--- src/rtl/superscalar_pkg.sv ---
// Shared decode constants and enums for the dual-issue MIPS front end.
// Used by issue_decode and issue_pair_scheduler.
package superscalar_pkg;

  localparam logic [5:0] OP_RTYPE = 6'h00;
  localparam logic [5:0] OP_J     = 6'h02;
  localparam logic [5:0] OP_JAL   = 6'h03;
  localparam logic [5:0] OP_BEQ   = 6'h04;
  localparam logic [5:0] OP_BNE   = 6'h05;
  localparam logic [5:0] OP_ADDI  = 6'h08;
  localparam logic [5:0] OP_ANDI  = 6'h0c;
  localparam logic [5:0] OP_ORI   = 6'h0d;
  localparam logic [5:0] OP_XORI  = 6'h0e;
  localparam logic [5:0] OP_LW    = 6'h23;
  localparam logic [5:0] OP_SW    = 6'h2b;
  localparam logic [5:0] FN_JR    = 6'h08;

  typedef enum logic [1:0] {
    CLS_ALU,
    CLS_MEM,
    CLS_CTRL
  } cls_e;

  typedef enum logic {
    S_IDLE,
    S_HOLD
  } state_e;

endpackage

--- src/rtl/issue_pair_scheduler_if.sv ---
// Fetch-pair in / issue-slot out bundle for issue_pair_scheduler.
// Counter signals exist only when ISSUE_STATS_EN is defined.
interface issue_pair_scheduler_if #(
  parameter int XLEN = 32
);
  logic            in_valid;
  logic            in_ready;
  logic [XLEN-1:0] instA;
  logic [XLEN-1:0] instB;
  logic [XLEN-1:0] pcA;
  logic            stall;
  logic            flush;
  logic            slot0_valid;
  logic            slot1_valid;
  logic [XLEN-1:0] slot0_inst;
  logic [XLEN-1:0] slot1_inst;
  logic [XLEN-1:0] slot0_pc;
  logic [XLEN-1:0] slot1_pc;
  logic            split;
`ifdef ISSUE_STATS_EN
  logic [31:0]     dual_cnt;
  logic [31:0]     single_cnt;
`endif

  modport master (
    output in_valid, instA, instB, pcA,
    output stall, flush,
    input  in_ready,
    input  slot0_valid, slot1_valid,
    input  slot0_inst, slot1_inst,
    input  slot0_pc, slot1_pc,
    input  split
`ifdef ISSUE_STATS_EN
    , input dual_cnt, single_cnt
`endif
  );

  modport slave (
    input  in_valid, instA, instB, pcA,
    input  stall, flush,
    output in_ready,
    output slot0_valid, slot1_valid,
    output slot0_inst, slot1_inst,
    output slot0_pc, slot1_pc,
    output split
`ifdef ISSUE_STATS_EN
    , output dual_cnt, single_cnt
`endif
  );

endinterface

--- src/rtl/issue_decode.sv ---
// Per-instruction class and register-use decode for pair hazard checks.
// Purely combinational; instantiated once per pair slot.
module issue_decode
  import superscalar_pkg::*;
#(
  parameter int XLEN = 32
) (
  input  logic [XLEN-1:0] i_inst,
  output cls_e            o_cls,
  output logic [4:0]      o_dst,
  output logic            o_dst_v,
  output logic [4:0]      o_src1,
  output logic            o_src1_v,
  output logic [4:0]      o_src2,
  output logic            o_src2_v
);

  logic [5:0] w_op;
  logic [5:0] w_fn;
  logic [4:0] w_rs;
  logic [4:0] w_rt;
  logic [4:0] w_rd;
  logic       w_has;

  assign w_op = i_inst[31:26];
  assign w_rs = i_inst[25:21];
  assign w_rt = i_inst[20:16];
  assign w_rd = i_inst[15:11];
  assign w_fn = i_inst[5:0];

  always_comb begin
    o_cls    = CLS_ALU;
    o_dst    = 5'd0;
    w_has    = 1'b0;
    o_src1   = w_rs;
    o_src2   = w_rt;
    o_src1_v = 1'b0;
    o_src2_v = 1'b0;
    unique case (1'b1)
      (w_op == OP_RTYPE) && (w_fn == FN_JR): begin
        o_cls    = CLS_CTRL;
        o_src1_v = 1'b1;
      end
      (w_op == OP_RTYPE) && (w_fn != FN_JR): begin
        o_dst    = w_rd;
        w_has    = 1'b1;
        o_src1_v = 1'b1;
        o_src2_v = 1'b1;
      end
      w_op == OP_LW: begin
        o_cls    = CLS_MEM;
        o_dst    = w_rt;
        w_has    = 1'b1;
        o_src1_v = 1'b1;
      end
      w_op == OP_SW: begin
        o_cls    = CLS_MEM;
        o_src1_v = 1'b1;
        o_src2_v = 1'b1;
      end
      (w_op == OP_ADDI) || (w_op == OP_ANDI) ||
      (w_op == OP_ORI)  || (w_op == OP_XORI): begin
        o_dst    = w_rt;
        w_has    = 1'b1;
        o_src1_v = 1'b1;
      end
      (w_op == OP_BEQ) || (w_op == OP_BNE): begin
        o_cls    = CLS_CTRL;
        o_src1_v = 1'b1;
        o_src2_v = 1'b1;
      end
      w_op == OP_J: begin
        o_cls = CLS_CTRL;
      end
      w_op == OP_JAL: begin
        o_cls = CLS_CTRL;
        o_dst = 5'd31;
        w_has = 1'b1;
      end
      default: ;
    endcase
    // $0 is never a real write target
    o_dst_v = w_has && (o_dst != 5'd0);
  end

endmodule

--- src/rtl/issue_pair_scheduler.sv ---
// Dual-issue pair scheduler: pairs or splits an aligned fetch pair.
// Optional issue counters under `ISSUE_STATS_EN.
module issue_pair_scheduler
  import superscalar_pkg::*;
#(
  parameter int XLEN = 32
) (
  input logic                  clk,
  input logic                  rst,
  issue_pair_scheduler_if.slave io_bus
);

  cls_e       w_a_cls, w_b_cls;
  logic [4:0] w_a_dst, w_b_dst;
  logic       w_a_dv, w_b_dv;
  logic [4:0] w_a_s1, w_a_s2, w_b_s1, w_b_s2;
  logic       w_a_s1v, w_a_s2v, w_b_s1v, w_b_s2v;

  issue_decode #(.XLEN(XLEN)) u_dec_a (
    .i_inst  (io_bus.instA),
    .o_cls   (w_a_cls),
    .o_dst   (w_a_dst),
    .o_dst_v (w_a_dv),
    .o_src1  (w_a_s1),
    .o_src1_v(w_a_s1v),
    .o_src2  (w_a_s2),
    .o_src2_v(w_a_s2v)
  );

  issue_decode #(.XLEN(XLEN)) u_dec_b (
    .i_inst  (io_bus.instB),
    .o_cls   (w_b_cls),
    .o_dst   (w_b_dst),
    .o_dst_v (w_b_dv),
    .o_src1  (w_b_s1),
    .o_src1_v(w_b_s1v),
    .o_src2  (w_b_s2),
    .o_src2_v(w_b_s2v)
  );

  state_e          r_state;
  logic            r_s0v, r_s1v, r_split;
  logic [XLEN-1:0] r_s0i, r_s1i, r_s0pc, r_s1pc;
  logic [XLEN-1:0] r_hold_i, r_hold_pc;

  logic            w_raw, w_waw, w_pair_ok, w_take;
  logic [XLEN-1:0] w_pcb;

  assign w_raw = w_a_dv &&
    ((w_b_s1v && (w_b_s1 == w_a_dst)) ||
     (w_b_s2v && (w_b_s2 == w_a_dst)));
  assign w_waw = w_a_dv && w_b_dv &&
    (w_a_dst == w_b_dst);
  assign w_pair_ok =
    !((w_a_cls == CLS_MEM) && (w_b_cls == CLS_MEM)) &&
    (w_a_cls != CLS_CTRL) &&
    (w_b_cls != CLS_CTRL) &&
    !w_raw && !w_waw;

  assign w_pcb = io_bus.pcA + XLEN'(4);

  assign io_bus.in_ready = !rst && (r_state == S_IDLE) &&
    !io_bus.stall && !io_bus.flush;
  assign w_take = io_bus.in_valid && io_bus.in_ready;

  always_ff @(posedge clk) begin
    if (rst) begin
      r_state   <= S_IDLE;
      r_s0v     <= 1'b0;
      r_s1v     <= 1'b0;
      r_s0i     <= '0;
      r_s1i     <= '0;
      r_s0pc    <= '0;
      r_s1pc    <= '0;
      r_split   <= 1'b0;
      r_hold_i  <= '0;
      r_hold_pc <= '0;
    end else if (io_bus.flush) begin
      r_state <= S_IDLE;
      r_s0v   <= 1'b0;
      r_s1v   <= 1'b0;
    end else if (!io_bus.stall) begin
      case (r_state)
        S_IDLE: begin
          if (w_take) begin
            r_s0v   <= 1'b1;
            r_s0i   <= io_bus.instA;
            r_s0pc  <= io_bus.pcA;
            r_split <= !w_pair_ok;
            if (w_pair_ok) begin
              r_s1v  <= 1'b1;
              r_s1i  <= io_bus.instB;
              r_s1pc <= w_pcb;
            end else begin
              r_s1v     <= 1'b0;
              r_hold_i  <= io_bus.instB;
              r_hold_pc <= w_pcb;
              r_state   <= S_HOLD;
            end
          end else begin
            r_s0v <= 1'b0;
            r_s1v <= 1'b0;
          end
        end
        S_HOLD: begin
          r_s0v   <= 1'b1;
          r_s0i   <= r_hold_i;
          r_s0pc  <= r_hold_pc;
          r_s1v   <= 1'b0;
          r_state <= S_IDLE;
        end
        default: r_state <= S_IDLE;
      endcase
    end
  end

  assign io_bus.slot0_valid = r_s0v;
  assign io_bus.slot1_valid = r_s1v;
  assign io_bus.slot0_inst  = r_s0i;
  assign io_bus.slot1_inst  = r_s1i;
  assign io_bus.slot0_pc    = r_s0pc;
  assign io_bus.slot1_pc    = r_s1pc;
  assign io_bus.split       = r_split;

`ifdef ISSUE_STATS_EN
  logic [31:0] r_dual, r_single;

  // counts survive flush; only reset clears them
  always_ff @(posedge clk) begin
    if (rst) begin
      r_dual   <= '0;
      r_single <= '0;
    end else if (!io_bus.flush && !io_bus.stall) begin
      if (r_state == S_HOLD)
        r_single <= r_single + 32'd1;
      else if (w_take && w_pair_ok)
        r_dual <= r_dual + 32'd1;
      else if (w_take)
        r_single <= r_single + 32'd1;
    end
  end

  assign io_bus.dual_cnt   = r_dual;
  assign io_bus.single_cnt = r_single;
`endif

endmodule

--- src/flat_wrapper.sv ---
// flat-port wrapper written by rule: the top's interface ports become plain ports
module issue_pair_scheduler_flat import superscalar_pkg::*;
#(
  parameter int XLEN = 32
)
  (clk, rst, io_bus_in_valid, io_bus_instA, io_bus_instB, io_bus_pcA, io_bus_stall, io_bus_flush, io_bus_in_ready, io_bus_slot0_valid, io_bus_slot1_valid, io_bus_slot0_inst, io_bus_slot1_inst, io_bus_slot0_pc, io_bus_slot1_pc, io_bus_split);
  issue_pair_scheduler_if #(.XLEN(XLEN)) io_bus_i ();
  input logic clk;
  input logic rst;
  input wire logic [$bits(io_bus_i.in_valid)-1:0] io_bus_in_valid;
  input wire logic [$bits(io_bus_i.instA)-1:0] io_bus_instA;
  input wire logic [$bits(io_bus_i.instB)-1:0] io_bus_instB;
  input wire logic [$bits(io_bus_i.pcA)-1:0] io_bus_pcA;
  input wire logic [$bits(io_bus_i.stall)-1:0] io_bus_stall;
  input wire logic [$bits(io_bus_i.flush)-1:0] io_bus_flush;
  output wire logic [$bits(io_bus_i.in_ready)-1:0] io_bus_in_ready;
  output wire logic [$bits(io_bus_i.slot0_valid)-1:0] io_bus_slot0_valid;
  output wire logic [$bits(io_bus_i.slot1_valid)-1:0] io_bus_slot1_valid;
  output wire logic [$bits(io_bus_i.slot0_inst)-1:0] io_bus_slot0_inst;
  output wire logic [$bits(io_bus_i.slot1_inst)-1:0] io_bus_slot1_inst;
  output wire logic [$bits(io_bus_i.slot0_pc)-1:0] io_bus_slot0_pc;
  output wire logic [$bits(io_bus_i.slot1_pc)-1:0] io_bus_slot1_pc;
  output wire logic [$bits(io_bus_i.split)-1:0] io_bus_split;
  assign io_bus_i.in_valid = io_bus_in_valid;
  assign io_bus_i.instA = io_bus_instA;
  assign io_bus_i.instB = io_bus_instB;
  assign io_bus_i.pcA = io_bus_pcA;
  assign io_bus_i.stall = io_bus_stall;
  assign io_bus_i.flush = io_bus_flush;
  assign io_bus_in_ready = io_bus_i.in_ready;
  assign io_bus_slot0_valid = io_bus_i.slot0_valid;
  assign io_bus_slot1_valid = io_bus_i.slot1_valid;
  assign io_bus_slot0_inst = io_bus_i.slot0_inst;
  assign io_bus_slot1_inst = io_bus_i.slot1_inst;
  assign io_bus_slot0_pc = io_bus_i.slot0_pc;
  assign io_bus_slot1_pc = io_bus_i.slot1_pc;
  assign io_bus_split = io_bus_i.split;
  issue_pair_scheduler #(.XLEN(XLEN)) u_core (.clk(clk), .rst(rst), .io_bus(io_bus_i));
endmodule
--- config.mk ---
export PLATFORM = sky130hd
export DESIGN_NAME = issue_pair_scheduler_flat
export DESIGN_NICKNAME = d
export VERILOG_FILES = /design/src/rtl/superscalar_pkg.sv /design/src/rtl/issue_pair_scheduler_if.sv /design/src/rtl/issue_decode.sv /design/src/rtl/issue_pair_scheduler.sv /design/src/flat_wrapper.sv
export SDC_FILE = /design/constraint.sdc
export NUM_CORES = 1
export LEC_CHECK = 0
export CAP_MARGIN = 20
export CELL_PAD_IN_SITES_DETAIL_PLACEMENT = 1
export CELL_PAD_IN_SITES_GLOBAL_PLACEMENT = 2
export CORE_UTILIZATION = 32
export CTS_BUF_LIST = sky130_fd_sc_hd__clkbuf_4 sky130_fd_sc_hd__clkbuf_8 sky130_fd_sc_hd__clkbuf_16
export DETAILED_ROUTE_END_ITERATION = 16
export GPL_TIMING_DRIVEN = 0
export PLACE_DENSITY_LB_ADDON = 0.1
export SETUP_SLACK_MARGIN = 0.4
export SYNTH_ARGS = -nofsm -noshare
export SYNTH_HDL_FRONTEND = slang
export SYNTH_HIERARCHICAL = 1
export SYNTH_SLANG_ARGS = --single-unit
--- constraint.sdc ---
create_clock -name clk -period 6.7 [get_ports clk]
set_clock_uncertainty 0.1 [all_clocks]
set_input_delay 2.01 -clock clk [delete_from_list [all_inputs] [get_ports clk]]
set_output_delay 2.01 -clock clk [all_outputs]
set_load 0.05 [all_outputs]
==> results of run 1 <==
through the flow:
stage,hold slack [ns],area [µm²]
after global placement,0.3423,11870
after global routing,0.3735,12510
after detailed placement,0.3470,11870
after CTS,0.3610,12510
after floorplan,0.3377,9087
final,0.3578,12510
metal layers:
layer  vias to the layer above  wire length, µm  track usage
li1                       3753                -            -
met1                      3635            14000       0.2701
met2                       161            13780       0.3439
met3                        10             1234      0.04210
met4                         0              191      0.03760
met5                         -                0            0
state kept, by name, indices dropped and copies added (netlist names):
| name | count |
|---|---|
| u_core/io_bus.slot0_inst | 32 |
| u_core/io_bus.split | 1 |
| u_core/io_bus.slot0_valid | 1 |
| u_core/io_bus.slot0_pc | 32 |
| u_core/r_state | 1 |
| u_core/io_bus.slot1_valid | 1 |
| u_core/r_hold_i | 32 |
| u_core/io_bus.slot1_pc | 32 |
| u_core/r_hold_pc | 32 |
| u_core/io_bus.slot1_inst | 32 |
placed cells by master (no fill, tap or decap), types with 22 or more instances in the layout:
cell / count
clkdlybuf4s50_1: 231
buf_2: 25
dfxtp_1: 196
a211oi_1: 64
clkbuf_1: 24
mux2i_1: 177
xnor2_1: 22
inv_1: 33
nand2_1: 135
nor2_1: 85
cell type report:
class                      count  area [µm²]
timing repair buffer         231        2312
fill                        3147       15350
clock inverter                15       210.2
inverter                      34       127.6
multi-input combinational    640        4588
clock buffer                  17       425.4
sequential                   196        3924
buffer                        75       447.9
tap                          378       473.0
power by group through the flow:
stage | clock [W] | combinational [W] | sequential [W]
2_1_floorplan | 0 | 0.000134 | 0.00136
3_3_place_gp | 0 | 0.000448 | 0.00125
3_5_place_dp | 0 | 0.000450 | 0.00125
4_1_cts | 0.00114 | 0.000452 | 0.00122
5_1_grt | 0.00119 | 0.000475 | 0.00122
6_report | 0.00110 | 0.000447 | 0.00122
path summary, 6_finish.rpt:
check,end,start,depth (start not counted),slack [ns]
worst max register to register,u_core/io_bus.slot1_inst[2],u_core/r_state,7,4.46
worst min register to register,u_core/io_bus.slot1_pc[28],u_core/io_bus.slot1_pc[28],2,0.36
worst min-delay path,u_core/io_bus.slot1_pc[28],u_core/io_bus.slot1_pc[28],2,0.36
worst max-delay path,io_bus_in_ready,io_bus_stall,3,0.77
critical path: cells and delay by family:
kind	cells	cell delay [ns]
and+or+nand+nor	1	0.36
buffers and inverters	2	1.44
==> metrics.md, run 1 <==
| Metric | Value |
|---|---|
| Placed cells | `1554` |
| Via/cell ratio | `4.766` |
| Clock Latency Late Sink | `0.44 ns` |
| Wire length per cell | `18.42 µm` |
| Largest net degree at the start of global routing | `21` |
| H-Tree Depth | `4` |
| RSZ-0062 raised after global routing | `no` |
| Io pins | `233` |
| Max Slew Vio Count | `0` |
| Number of global-route vias before repair | `7894` |
| Worst setup path class | `input pin to primary output` |
| PwrDens | `221.3 mW/mm²` |
| ANT nets after route | `0` |
| Max-slew headroom | `0.4534` |
| Width of the die | `170.5 µm` |
| Synth Instances | `945` |
| GRT overflow | `0` |
| PortBufs | `231` |
| Num CTS Buffers | `17` |
| Worst Setup End Kind | `primary output` |
| Clock network power share | `0.398` |
| Max clock buf depth | `2` |
| Crit Path Max Fanout | `6` |
| Hold buffers post-CTS | `0` |
| Most common cell type on the critical path | `clkdlybuf4s50_1` |
| Vias | `7559` |
| Pre-CTS WS | `0.7820 ns` |
| WP data arrival | `3.82 ns` |
| Register share of total power | `0.441` |
| Initial Util | `0.3262` |
| Initial antenna violation count | `0` |
| Max stage delay on crit path | `0.88 ns` |
| Post-Layout Cell Count | `1586` |
| Logic pwr share | `0.161` |
| Row count | `61` |
| CTS Sinks | `196` |
| Mapped cell area | `0.009087 mm²` |
| Area delta synth->final | `37.64%` |
| Final Wtd Congestion | `0.7712` |
| Total wire length | `29.21 mm` |
| Internal Dissipation | `0.001952 W` |
| Layout cells sized above 1 | `0.08858` |
| Clk root buf | `clkbuf_16` |
| Tcrit/Tclk final | `0.8844` |
| Startpoint Class | `input pin` |
| Sw Ratio | `0.2946` |
| Core Box Area | `0.02786 mm²` |
| Die Area | `0.02908 mm²` |
| Global-route wire length before repair | `45.05 mm` |
| Syn Nets | `1047` |
| Starting DRT DRC Count | `259` |
| Data required time at the worst endpoint | `4.59 ns` |
| Clk slew on worst S/H paths | `0.07 ns` |
| Total of max-cap violations | `0` |
| DRC viols | `0` |
| Fin worst setup slack | `0.7744 ns` |
| Peak VDD IR | `0.1213 mV` |
| Lkg Pwr | `4.771 nW` |
| Net Switching | `0.0008154 W` |
| CP max-delay cell | `clkdlybuf4s50_1` |
| Status | `finished clean` |
| Setup TNS | `0 ns` |
| First-pass DRT Iterations | `4` |
| Chip height | `170.5 µm` |
| Final Setup Violations | `0` |
| Hold Path Class | `register to register` |
| Post-Syn Area per Cell | `9.616 µm²` |
| Inserted Diodes | `0` |
| GRT Resource Usage Total | `0.2043` |
| Post-cts resize count | `0` |
| Nets | `1297` |
| Hpwl dp | `22.33 mm` |
| CTS tree | `built` |
| CP cell instances | `clkdlybuf4s50_1, nor4_4, clkdlybuf4s50_1` |
| Layout Utilization | `0.4490` |
| Fmax | `168.8 MHz` |
| Post-CTS setup buffers | `0` |
| Ys Warns | `6` |
| Total Power | `0.002768 W` |
| Pin slew with the least headroom to its limit | `0.8198 ns` |
| Hold Fails Final Rpt | `0` |
| Minimum clock period | `5.926 ns` |
(Power assumes the default switching activity.)
==> run 2, diff against run 1 <==
HOLD_SLACK_MARGIN = 0.15   (was not set)
==> results of run 2 <==
Final layout, timing and power as in run 1 (identical DEF).
==> run 3, diff against run 2 <==
CTS_CLUSTER_SIZE = 28   (was not set)
==> results of run 3 <==
Final layout, timing and power as in run 1 (identical DEF).
